[src/rtl/id_ex_reg_pkg.sv]
// Shared pipeline encodings used by decode and the ID/EX boundary.
// Holds opcodes, ALU op codes, mux select encodings and boolean constants.
package id_ex_reg_pkg;

  localparam int unsigned DATA_W_DEF  = 32;
  localparam int unsigned RADDR_W_DEF = 5;
  localparam int unsigned ALUOP_W     = 2;
  localparam int unsigned CNT_W       = 16;

  localparam logic TRUE  = 1'b1;
  localparam logic FALSE = 1'b0;

  // ALU operand B select and destination register select
  localparam logic FROM_RT  = 1'b0;
  localparam logic FROM_IMM = 1'b1;
  localparam logic TO_RT    = 1'b0;
  localparam logic TO_RD    = 1'b1;

  localparam logic [ALUOP_W-1:0] ALUOP_ADD   = 2'b00;
  localparam logic [ALUOP_W-1:0] ALUOP_SUB   = 2'b01;
  localparam logic [ALUOP_W-1:0] ALUOP_RTYPE = 2'b10;

  localparam logic [5:0] OP_RTYPE = 6'h00;
  localparam logic [5:0] OP_BEQ   = 6'h04;
  localparam logic [5:0] OP_ADDI  = 6'h08;
  localparam logic [5:0] OP_LW    = 6'h23;
  localparam logic [5:0] OP_SW    = 6'h2b;

endpackage

[src/rtl/id_ex_reg_hazard.sv]
// Load-use hazard detector: purely combinational compare of the load in EX
// against the source registers of the instruction currently in ID.
module hazard_detect
  import id_ex_reg_pkg::*;
#(
  parameter int unsigned RADDR_W = RADDR_W_DEF
) (
  input  logic               ex_valid,
  input  logic               ex_mem_read,
  input  logic [RADDR_W-1:0] ex_rt,
  input  logic [RADDR_W-1:0] id_rs,
  input  logic [RADDR_W-1:0] id_rt,
  input  logic               id_alu_src,
  input  logic               id_mem_write,
  output logic               stall
);

  logic rs_hit;
  logic rt_hit;
  logic rt_is_src;

  // rt is only a true source for register-operand ALU ops and for stores
  always_comb begin
    rt_is_src = (id_alu_src == FROM_RT) || id_mem_write;
    rs_hit    = (ex_rt == id_rs);
    rt_hit    = (ex_rt == id_rt) && rt_is_src;
    stall     = ex_valid && ex_mem_read && (ex_rt != RADDR_W'(0)) && (rs_hit || rt_hit);
  end

endmodule

[src/rtl/id_ex_reg.sv]
// ID/EX pipeline register with load-use stall, flush squash and a
// saturating count of inserted bubbles.
module id_ex_reg
  import id_ex_reg_pkg::*;
#(
  parameter int unsigned DATA_W  = DATA_W_DEF,
  parameter int unsigned RADDR_W = RADDR_W_DEF
) (
  input  logic               clk,
  input  logic               rst,
  input  logic               id_reg_dst,
  input  logic               id_alu_src,
  input  logic               id_branch,
  input  logic               id_mem_read,
  input  logic               id_mem_write,
  input  logic               id_reg_src,
  input  logic               id_reg_write,
  input  logic [ALUOP_W-1:0] id_alu_op,
  input  logic [DATA_W-1:0]  id_pc4,
  input  logic [DATA_W-1:0]  id_rs_data,
  input  logic [DATA_W-1:0]  id_rt_data,
  input  logic [DATA_W-1:0]  id_imm,
  input  logic [RADDR_W-1:0] id_rs,
  input  logic [RADDR_W-1:0] id_rt,
  input  logic [RADDR_W-1:0] id_rd,
  input  logic               flush,
  output logic               ex_reg_dst,
  output logic               ex_alu_src,
  output logic               ex_branch,
  output logic               ex_mem_read,
  output logic               ex_mem_write,
  output logic               ex_reg_src,
  output logic               ex_reg_write,
  output logic [ALUOP_W-1:0] ex_alu_op,
  output logic [DATA_W-1:0]  ex_pc4,
  output logic [DATA_W-1:0]  ex_rs_data,
  output logic [DATA_W-1:0]  ex_rt_data,
  output logic [DATA_W-1:0]  ex_imm,
  output logic [RADDR_W-1:0] ex_rs,
  output logic [RADDR_W-1:0] ex_rt,
  output logic [RADDR_W-1:0] ex_rd,
  output logic               ex_valid,
  output logic               stall,
  output logic [CNT_W-1:0]   bubble_cnt
);

  logic bubble;

  hazard_detect #(
    .RADDR_W (RADDR_W)
  ) u_hazard (
    .ex_valid     (ex_valid),
    .ex_mem_read  (ex_mem_read),
    .ex_rt        (ex_rt),
    .id_rs        (id_rs),
    .id_rt        (id_rt),
    .id_alu_src   (id_alu_src),
    .id_mem_write (id_mem_write),
    .stall        (stall)
  );

  // flush and stall together still produce a single bubble
  always_comb begin
    bubble = flush || stall;
  end

  // Pipeline register: a bubble clears only side-effecting controls and valid
  always_ff @(posedge clk) begin
    if (rst) begin
      ex_reg_dst   <= 1'b0;
      ex_alu_src   <= 1'b0;
      ex_branch    <= 1'b0;
      ex_mem_read  <= 1'b0;
      ex_mem_write <= 1'b0;
      ex_reg_src   <= 1'b0;
      ex_reg_write <= 1'b0;
      ex_alu_op    <= ALUOP_W'(0);
      ex_pc4       <= DATA_W'(0);
      ex_rs_data   <= DATA_W'(0);
      ex_rt_data   <= DATA_W'(0);
      ex_imm       <= DATA_W'(0);
      ex_rs        <= RADDR_W'(0);
      ex_rt        <= RADDR_W'(0);
      ex_rd        <= RADDR_W'(0);
      ex_valid     <= 1'b0;
    end else if (bubble) begin
      ex_reg_write <= 1'b0;
      ex_mem_read  <= 1'b0;
      ex_mem_write <= 1'b0;
      ex_branch    <= 1'b0;
      ex_valid     <= 1'b0;
    end else begin
      ex_reg_dst   <= id_reg_dst;
      ex_alu_src   <= id_alu_src;
      ex_branch    <= id_branch;
      ex_mem_read  <= id_mem_read;
      ex_mem_write <= id_mem_write;
      ex_reg_src   <= id_reg_src;
      ex_reg_write <= id_reg_write;
      ex_alu_op    <= id_alu_op;
      ex_pc4       <= id_pc4;
      ex_rs_data   <= id_rs_data;
      ex_rt_data   <= id_rt_data;
      ex_imm       <= id_imm;
      ex_rs        <= id_rs;
      ex_rt        <= id_rt;
      ex_rd        <= id_rd;
      ex_valid     <= 1'b1;
    end
  end

  // Saturating bubble counter
  always_ff @(posedge clk) begin
    if (rst) begin
      bubble_cnt <= CNT_W'(0);
    end else if (bubble && (bubble_cnt != {CNT_W{1'b1}})) begin
      bubble_cnt <= bubble_cnt + CNT_W'(1);
    end
  end

endmodule

[config.mk]
export PLATFORM = sky130hd
export DESIGN_NAME = id_ex_reg
export DESIGN_NICKNAME = d
export VERILOG_FILES = /design/src/rtl/id_ex_reg_pkg.sv /design/src/rtl/id_ex_reg_hazard.sv /design/src/rtl/id_ex_reg.sv
export SDC_FILE = /design/constraint.sdc
export NUM_CORES = 1
export LEC_CHECK = 0
export ABC_AREA = 1
export CORE_MARGIN = 8
export CORE_UTILIZATION = 36
export CTS_BUF_LIST = sky130_fd_sc_hd__clkbuf_8 sky130_fd_sc_hd__clkbuf_16
export DETAILED_ROUTE_END_ITERATION = 10
export PLACE_DENSITY = 0.76
export SETUP_SLACK_MARGIN = 0.2
export SYNTH_ARGS = -nofsm -noshare
export SYNTH_HDL_FRONTEND = slang
export SYNTH_SLANG_ARGS = --single-unit
[constraint.sdc]
create_clock -name clk -period 1.6 [get_ports clk]
set_input_delay 0.32 -clock clk [delete_from_list [all_inputs] [get_ports clk]]
set_output_delay 0.32 -clock clk [all_outputs]
set_load 0.03 [all_outputs]
==> metrics.cfg, run 1 <==
[logic_synthesis]
synth_fa_ha_area_frac=0.00195
ys_seq_area_frac=0.528
yosys_warnings=0
synth_nets=1016
synth_simple_gate_area_share=0.265
synth_compound_area_frac=0.127
muxShareOfSynthArea=0
synth_top_area_share=0.528
synth_top_family_by_area=simple AND/OR/NAND/NOR gates
synthXorXnorAreaFrac=0.00137
ys_ff_latch=169
synth_top_area_cell=dfxtp_1
synth_area_per_cell_um2=7.45
netlist_instances=860
netlist_area_mm2=0.00640
synth.area.top_cells=dfxtp_1 (53%), nor2_1 (20%), o21ai_0 (10%), nand2_1 (3.7%), buf_6 (2.6%)
ys_types=22

[power_and_ir_drop]
p_per_area_mw_per_mm2=1000
swShare=0.298
pwr-share-comb=0.208
internal_power_w=0.00764
switchingPower_w=0.00324
pwr-share-clk=0.367
pwr-share-seq=0.425
power_w=0.0109
leakagePower_nw=5.08
vdd_ir_drop_max_mv=0.680

[sta]
fmax_mhz=568
fin_crit_sh=1.10
slew_viol_final=0
rsz0062_at_grt=true
final-hold-violation-count=0
fin_skew_ns=0.0105
fin_crit_ns=1.76
setup_viol=159
setup_tns_ns=-13.68
worst_pin_slew_ns=0.881
fin_ws_ns=-0.162
max_slew_margin=0.413

[place]
gp_congestion=0.847
io_buffers=324
place_area_mm2=0.0102
hpwl_um=16700

[status]
outcome=finished, violations left
violations=negative setup slack

[clock_network]
cts.clk_slew.worst_paths_ns=0.07
insertion_delay_ns=0.42
cts_tree=done
clock_sinks=169
htree_num_levels=4
cts_buffer_depth=2
cts_buffers=17
root_buffer=clkbuf_16

[floorplan]
core_area_mm2=0.0174
initial_core_util=0.369
core.rowCount=48
die_w_um=149
pin_count=325
dieHeight_um=149
die_area_mm2=0.0223

[worst_setup_path]
crit_required_ns=1.28
path_class=in -> out
critical_path_arrival_ns=1.44
start_kind=primary input
cp_max_fo=3
cp-end-kind=output pin

[final_layout]
fin_area_mm2=0.0109
layout-drive-gt1-share=0.324
nets=1372
syn_to_final_growth_pct=69.7

[global_route]
grt-ovfl-total=0
antenna_found_initial=2
grt_usage=0.204
grt_max_degree=73
grt_pass1_wl_um=35800
grt_pass1_vias=6638

[routing]
via_per_inst=4.76
antenna_left=0
drt-pass1-iter-count=4
wirelength_um=24700
drt_iter0_drc=276
wire_per_inst_um=17.0
vias=6929
drc=0

[flow_run]
drv_cap=0

[min_path]
hp-class=in -> reg

==> stage by stage <==
step	setup slack, ns	util	hold slack, ns	cells
5_1_grt	-0.246	0.626	0.232	1456
6_report	-0.162	0.626	0.223	1456
3_3_place_gp	-0.455	0.588	0.446	1399
2_1_floorplan	0.111	-	0.404	860
3_5_place_dp	-0.513	0.588	0.456	1399
4_1_cts	-0.186	0.617	0.366	1445
==> final cells by class <==
class,count,area [um2]
fill,1573,6490
timing repair buffer,391,3490
sequential,169,3430
multi-input combinational,599,2930
clock buffer,17,425
tap,225,282
inverter,38,159
clock inverter,15,141
antenna,2,5.00
==> layout by cell type (no fill, tap or decap), types with 3 or more instances in the layout <==
cell / count
a21oi_4: 3
inv_8: 3
nor2_2: 37
dlymetal6s2s_1: 6
clkdlybuf4s50_1: 147
buf_4: 27
clkinv_4: 3
buf_16: 8
inv_2: 3
a21oi_2: 9
buf_12: 17
nand2_2: 12
o21ai_2: 24
nor2_1: 296
nand2_1: 50
o21ai_1: 38
clkbuf_16: 21
inv_4: 3
clkdlybuf4s15_2: 3
nand4_1: 7
dfxtp_2: 11
dfxtp_1: 149
buf_2: 162
inv_6: 4
dfxtp_4: 9
inv_1: 32
buf_6: 6
nand3_1: 15
buf_8: 5
nand3_2: 10
o21ai_0: 84
==> timing repair <==
action / in CTS / in global routing
pin swaps: 38 / 58
hold buffers: 0 / 0
gates resized for setup: 754 / 275
setup buffers: 4 / 5
setup endpoints to repair: 339 / 232
gates cloned: 10 / 4
==> power by group through the flow <==
| stage | combinational, W | clock, W | sequential [W] |
|---|---|---|---|
| after floorplan | 0.000555 | 0 | 0.00524 |
| after global placement | 0.00221 | 0 | 0.00470 |
| after detailed placement | 0.00223 | 0 | 0.00472 |
| after CTS | 0.00220 | 0.00407 | 0.00462 |
| after global routing | 0.00242 | 0.00425 | 0.00466 |
| final | 0.00226 | 0.00399 | 0.00463 |
==> logic make-up (layout without fill, tap and decap cells) <==
family | count (synthesis) | after routing
xor gates and xnor gates | 1 | 1
AOI/OAI and AO/OA | 162 | 162
and+or+nand+nor | 435 | 435
buffers and inverters | 92 | 461
other | 0 | 2
DFF | 169 | 169
adders and majority gates | 1 | 1
==> path summary, 6_finish.rpt <==
kind                                     start             end  slack (ns)  cells after the start
worst max-delay path                  id_rt[2]           stall       -0.16                     10
worst min-delay path                  id_rt[4]        ex_rt[4]        0.22                      3
worst max register to register        ex_rt[3]       ex_pc4[3]       -0.14                     14
worst min register to register  ex_rt_data[30]  ex_rt_data[30]        0.46                      2
==> critical path, cell delays in order <==
cell	delay, ns
clkdlybuf4s50_1	0.49
inv_1	0.05
nand2_1	0.05
nand2_1	0.05
nor2_1	0.09
nand3_1	0.08
nand2_1	0.08
nand2_2	0.06
inv_2	0.05
buf_6	0.12
==> registers in the layout, summed over array words and instances, names as in the netlist <==
name          count
bubble_cnt       16
ex_imm           32
ex_reg_write      1
ex_rt_data       32
ex_rd             5
ex_alu_op         2
ex_alu_src        1
ex_pc4           32
ex_rt             5
ex_mem_read       1
ex_valid          1
ex_reg_dst        1
ex_reg_src        1
ex_rs             5
ex_mem_write      1
ex_rs_data       32
ex_branch         1
==> layer usage <==
layer	global-route usage	up-vias	part of all wire
met5	0	-	0
met2	0.352	273	0.50
met4	0.0893	0	0.022
li1	-	3450	-
met1	0.221	3175	0.39
met3	0.0731	31	0.087
==> cell usage after synthesis <==
cell and number:
nor2_1 335, and3_1 1, buf_6 15, nand2_1 63
inv_1 33, inv_2 5, clkbuf_4 1, nand3_1 25
o21ai_1 14, xnor2_1 1, nand3b_1 1, clkbuf_1 24
nor3_1 1, nand4_1 7, a21oi_1 14, o21ai_0 134
buf_2 10, nand2_2 1, nand2_4 1, ha_1 1
dfxtp_1 169, buf_4 4
Power figures use the tool's default switching activity.
==> run 2: changes to the inputs <==
- CORE_MARGIN: 8 -> 1
==> metrics.cfg, run 2 (same netlist as run 1, synthesis figures left out) <==
[final_layout]
syn_to_final_growth_pct=85.6
layout-drive-gt1-share=0.357  ; +0.0328
stdcell_count=1470  ; +0.96%
fin_area_mm2=0.0119  ; +9.3%
final_cell_mix=nor2_1 (226), dfxtp_1 (150), clkdlybuf4s50_1 (145)
nets=1389  ; +1.2%
mostFrequentLayoutCell=nor2_1
nFillCells=1364  ; -13%
diodes=0  ; -2

[floorplan]
core_area_mm2=0.0174  ; unchanged
pin_count=325  ; unchanged
dieHeight_um=135  ; -9.4%
initial_core_util=0.369  ; unchanged
die_w_um=135  ; -9.4%
core.rowCount=48  ; unchanged
die_area_mm2=0.0183  ; -18%

[sta]
fmax_mhz=532  ; -6.3%
fin_crit_ns=1.88  ; +0.119 ns
rsz0062_at_grt=true
slew_viol_final=0  ; unchanged
final-hold-violation-count=0  ; unchanged
fin_crit_sh=1.18  ; +0.0746
setup_tns_ns=-38.83  ; -25.15 ns
setup_viol=170  ; +6.9%
fin_skew_ns=0.00688  ; -0.00364 ns
fin_ws_ns=-0.281  ; -0.119 ns
max_slew_margin=0.792  ; +0.380
worst_pin_slew_ns=0.308  ; -0.573 ns

[worst_setup_path]
reg2reg_slack_ns=-0.27  ; -0.13 ns
crit_chain=inv_2 -> nand2_1 -> nand2_1 -> nor2_1 -> nand3_1 -> nand2_2 -> nand2_2 -> inv_2 -> buf_6
start_kind=flop
critPathLaunch=ex_rt[3]
r2r-start=ex_rt[3]
slowest_stage=dfxtp_4
cp-end-kind=output pin
crit_required_ns=1.28  ; about the same
path_class=reg -> out
slowest_delay_ns=0.38  ; -0.11 ns
critical_path_arrival_ns=1.56  ; +0.12 ns
cp_max_fo=5  ; +2

[routing]
drc=0  ; unchanged
wirelength_um=23600  ; -4.7%
antenna_left=0  ; unchanged
via_per_inst=4.85  ; +1.9%
drt-pass1-iter-count=4  ; unchanged
vias=7127  ; +2.9%
wire_per_inst_um=16.0  ; -5.6%
drt_iter0_drc=307  ; +11%

[global_route]
antenna_found_initial=0  ; -2
grt_usage=0.239  ; +0.0352
grt-ovfl-total=0  ; unchanged
grt_max_degree=58  ; -21%
grt_pass1_wl_um=34000  ; -5.0%
grt_pass1_vias=6702  ; +0.96%

[power_and_ir_drop]
internal_power_w=0.00791  ; +3.6%
p_per_area_mw_per_mm2=934  ; -6.7%
swShare=0.288  ; -0.0107
leakagePower_nw=5.08  ; -0.17%
pwr-share-seq=0.421  ; -0.004
pwr-share-clk=0.356  ; -0.011
switchingPower_w=0.00319  ; -1.6%
vdd_ir_drop_max_mv=0.683  ; +0.41%
pwr-share-comb=0.223  ; +0.015

[place]
dp.cells=1398  ; -0.071%
gp_congestion=0.861  ; +1.6%
hpwl_um=14700  ; -12%
io_buffers=324  ; unchanged
place_area_mm2=0.0102  ; -0.18%

[clock_network]
cts_buffers=17  ; unchanged
cts_buffer_depth=2  ; unchanged
root_buffer=clkbuf_16
htree_num_levels=4  ; unchanged
clock_sinks=169  ; unchanged
cts_tree=done
cts.clk_slew.worst_paths_ns=0.06  ; about the same
insertion_delay_ns=0.41  ; about the same

[status]
outcome=finished, violations left
violations=negative setup slack

[min_path]
hold_start=id_rt[2]
hp-class=in -> reg

[flow_run]
drv_cap=0  ; unchanged

==> run 2: changes by cell type in the layout (fill, tap and decap cells not counted), moves of 14 or more <==
cell             previous run  this run
o21ai_2                    24         4
clkdlybuf4s15_2             3       117
nor2_4                      2        16
nor2_1                    296       226
buf_2                     162        49
o21ai_1                    38        67
nor2_2                     37        93
==> run 2: path summary, 6_finish.rpt <==
path | cells after the start | to
setup / recovery | 9 | stall
hold / removal | 3 | ex_rt[2]
hold reg to reg | 2 | ex_rs_data[3]
setup reg to reg | 14 | ex_pc4[11]
==> run 2: cell type report <==
type | count | area [um2] | area share
repair buffers | 407 | 4440 | 0.373
flip-flops and latches | 169 | 3430 | 0.288
well taps | 225 | 282 | 0.0237
clock inverters | 12 | 100 | 0.00842
clock buffers | 19 | 464 | 0.0391
multi-input cells | 599 | 3000 | 0.252
inverters | 38 | 166 | 0.0140
repair inverters | 1 | 11.3 | 0.000948
==> run 2: per-stage QoR <==
stage	setup slack (ns)	utilization	hold slack [ns]	power, W
global route	-0.428	0.685	0.347	0.0116
floorplan	0.111	-	0.404	0.00580
detailed placement	-0.527	0.587	0.459	0.00692
global placement	-0.466	0.587	0.448	0.00689
finish	-0.281	0.685	0.309	0.0111
CTS	-0.185	0.651	0.316	0.0110
==> run 2: worst max-delay path: cells and delay by family (launching register included) <==
kind                   cells  cell delay, ns
AND/OR/NAND/NOR            6            0.53
flip-flops                 1            0.38
buffers and inverters      3            0.23
==> run 2: routing by layer <==
metal	vias up	wire length [um]	global-route usage
li1	3507	-	-
met1	3254	9250	0.263
met2	308	11500	0.415
met3	58	1940	0.0688
met4	0	881	0.128
met5	-	0	0
==> run 2: what timing repair did <==
action                                  4_1_cts  5_1_grt
buffers inserted                             14        3
hold endpoints to repair                      0        0
gates cloned                                 12       12
endpoints found under the setup margin      339      274
hold buffers                                  0        0
gates resized for setup                     717      133
pin swaps                                    12       11
==> run 2: power groups by stage <==
| stage | registers [W] | clock network [W] | logic (W) |
|---|---|---|---|
| floorplan | 0.00524 | 0 | 0.000555 |
| global placement | 0.00471 | 0 | 0.00219 |
| detailed placement | 0.00472 | 0 | 0.00220 |
| CTS | 0.00464 | 0.00402 | 0.00230 |
| global route | 0.00470 | 0.00422 | 0.00263 |
| finish | 0.00467 | 0.00395 | 0.00248 |
==> run 3: changes to the inputs <==
- PLACE_DENSITY: 0.76 -> 0.77
- SYNTH_HIERARCHICAL: default -> 1
==> metrics.cfg, run 3 <==
[final_layout]
diodes=0  ; unchanged
final_cell_mix=nor2_1 (295), dfxtp_1 (155), clkdlybuf4s50_1 (146)
nets=1382  ; -0.50%
layout-drive-gt1-share=0.392  ; +0.0356
fin_area_mm2=0.0118  ; -0.97%
syn_to_final_growth_pct=87.1
mostFrequentLayoutCell=nor2_1

[clock_network]
cts.clk_slew.worst_paths_ns=0.07  ; about the same
htree_num_levels=4  ; unchanged
root_buffer=clkbuf_16
hold_buffers=0  ; unchanged
insertion_delay_ns=0.43  ; +0.02 ns
cts_tree=done
clock_sinks=169  ; unchanged
cts_buffer_depth=2  ; unchanged
cts_buffers=17  ; unchanged

[logic_synthesis]
synth_area_per_cell_um2=7.38  ; -0.88%
yosys_most_used_dff=dfxtp_1
ys_ff_latch=169  ; unchanged
synth.area.top_cells=dfxtp_1 (54%), nor2_1 (21%), o21ai_0 (12%), nand2_1 (3.4%), clkbuf_1 (2.0%)
netlist_instances=852  ; -0.93%
ys_types=24  ; +9.1%
synth-edff-count=0  ; unchanged
synthArstFlopShare=0  ; unchanged
synthMostInstantiatedCell=nor2_1
synth_commonest_cells=nor2_1 (345), dfxtp_1 (169), o21ai_0 (148)
ys_seq_area_frac=0.538  ; +0.00967
synth_nets=1008  ; -0.79%
yosys_warnings=6  ; +6
synth_top_area_cell=dfxtp_1
netlist_area_mm2=0.00629  ; -1.8%
synth_top_area_share=0.538  ; +0.00967

[global_route]
grt_max_degree=85  ; +47%
grt-ovfl-total=0  ; unchanged
grt_usage=0.260  ; +0.0212
grt_pass1_wl_um=36200  ; +6.5%
antenna_found_initial=0  ; unchanged
grt_pass1_vias=6769  ; +1.0%

[worst_setup_path]
slowest_stage=dfxtp_4
path_class=reg -> reg
start_kind=flop
rr_worst_depth=15  ; +1
crit_required_ns=1.92  ; +0.64 ns
crit_chain=inv_2 -> nand2_1 -> nand2_1 -> nor2_2 -> nand3_2 -> a21oi_4 -> nor2_4 -> buf_12 -> buf_12 -> inv_12 -> buf_12 -> buf_12 -> nor2_4 -> inv_2 -> nor2_1
reg2reg_slack_ns=-0.33  ; -0.06 ns
cpMostUsedCell=buf_12
r2r_end=ex_reg_write
slowest_delay_ns=0.39  ; about the same
cp-end-kind=flop
r2r-start=ex_rt[0]
cp_max_fo=7  ; +2
critical_path_arrival_ns=2.25  ; +0.69 ns

[min_path]
min_to=ex_rt[1]
hold_start=id_rt[1]
hold_path_depth=3  ; unchanged
hp-class=in -> reg

[floorplan]
pin_count=325  ; unchanged
die_area_mm2=0.0180  ; -1.8%
core.rowCount=47  ; -2.1%
core_area_mm2=0.0168  ; -3.1%
initial_core_util=0.374  ; +0.00496
dieHeight_um=134  ; -0.89%
die_w_um=134  ; -0.89%

[sta]
fin_ws_ns=-0.325  ; -0.0441 ns
fin_crit_sh=1.20  ; +0.0276
setup_tns_ns=-40.29  ; -1.46 ns
final-hold-violation-count=0  ; unchanged
fin_crit_ns=1.93  ; +0.0441 ns
fmax_mhz=519  ; -2.3%
slew_viol_final=0  ; unchanged
worst_pin_slew_ns=0.537  ; +0.229 ns
fin_skew_ns=0.0119  ; +0.00498 ns
max_slew_margin=0.642  ; -0.151
rsz0062_at_grt=true
setup_viol=170  ; unchanged

[routing]
drt-pass1-iter-count=4  ; unchanged
wire_per_inst_um=17.2  ; +7.4%
wirelength_um=25100  ; +6.6%
vias=7136  ; +0.13%
drc=0  ; unchanged
drt_iter0_drc=361  ; +18%
antenna_left=0  ; unchanged
via_per_inst=4.89  ; +0.88%

[place]
gp_congestion=0.849  ; -1.4%
io_buffers=324  ; unchanged
hpwl_um=13900  ; -5.3%
place_area_mm2=0.00998  ; -2.1%

[power_and_ir_drop]
pwr-share-seq=0.405  ; -0.016
p_per_area_mw_per_mm2=978  ; +4.7%
vdd_ir_drop_max_mv=0.761  ; +11%
pwr-share-comb=0.219  ; -0.004
swShare=0.297  ; +0.00900
internal_power_w=0.00810  ; +2.3%
leakagePower_nw=5.30  ; +4.4%
pwr-share-clk=0.376  ; +0.020
switchingPower_w=0.00341  ; +6.9%

[flow_run]
drv_cap=0  ; unchanged

[status]
violations=negative setup slack
outcome=finished, violations left

[run 3: cell count changes in the layout (fill, tap and decap cells not counted), moves of 12 or more]
cell / delta
buf_2: +94
buf_4: -14
buf_6: +12
clkdlybuf4s15_2: -108
inv_1: -15
nor2_1: +69
nor2_2: -62
o21ai_0: -62
o21ai_1: -30
o21ai_2: +89
[run 3: worst max path at each step]
stage	startpoint	endpoint	slack (ns)	cells past startpoint
6_report	ex_rt[0]	ex_reg_write	-0.33	15
4_1_cts	ex_rt[0]	stall	-0.28	7
2_1_floorplan	ex_rt[1]	bubble_cnt[8]	-0.26	12
5_1_grt	ex_rt[0]	bubble_cnt[1]	-0.42	15
3_3_place_gp	id_rs[1]	ex_rs[0]	-0.85	10
3_5_place_dp	id_rs[1]	ex_pc4[18]	-0.84	10
[run 3: worst max-delay path, delay by kind of cell (launching register included)]
family,cells,cell delay (ns)
flip-flops,1,0.39
AO/OA/AOI/OAI,1,0.21
AND/OR/NAND/NOR,7,0.52
buffers and inverters,7,0.70
[run 3: metrics by stage]
step	hold WS [ns]	cells	worst slack, ns	total power, W	utilization
detailed placement	0.483	1372	-0.843	0.00684	0.594
floorplan	0.392	852	-0.263	0.00574	-
finish	0.172	1459	-0.325	0.0115	0.700
CTS	0.297	1448	-0.284	0.0114	0.686
global placement	0.472	1372	-0.846	0.00682	0.594
global route	0.188	1459	-0.424	0.0119	0.700
[run 3: what timing repair did]
action                                  in CTS  in global routing
pin swaps                                   41                 30
resized for setup                          988                206
gates cloned                                20                  6
hold endpoints to repair                     0                  0
endpoints found under the setup margin     339                234
setup buffers                               24                  5
[run 3: per-layer routing]
layer	routed length, um	vias up	global-route usage
met2	12900	250	0.456
met1	9990	3354	0.300
met5	0	-	0
met3	1470	47	0.0608
li1	-	3485	-
met4	752	0	0.117
[run 3: final cells by class]
type	instances	area, um2
Clock buffer	19	464
Tap cell	220	275
Inverter	29	129
Fill cell	1287	5050
Sequential cell	169	3410
Clock inverter	13	153
Timing Repair inverter	1	16.3
Timing Repair Buffer	407	4030
Multi-Input combinational cell	601	3290
[run 3: cells by family (layout without fill, tap and decap cells)]
| group | count (synthesis) | in the layout | share of synthesized area |
|---|---|---|---|
| compound gates | 164 | 164 | 0.131 |
| xor+xnor | 2 | 2 | 0.00279 |
| fa+ha+maj | 1 | 1 | 0.00199 |
| buf+inv | 82 | 469 | 0.0553 |
| flops | 169 | 169 | 0.538 |
| simple gates | 434 | 434 | 0.271 |
[run 3: power groups by stage]
stage	sequential [W]	combinational [W]	clock [W]
after CTS	0.00465	0.00241	0.00438
after global placement	0.00470	0.00212	0
after floorplan	0.00524	0.000503	0
final	0.00467	0.00252	0.00432
after detailed placement	0.00471	0.00214	0
after global routing	0.00469	0.00266	0.00454
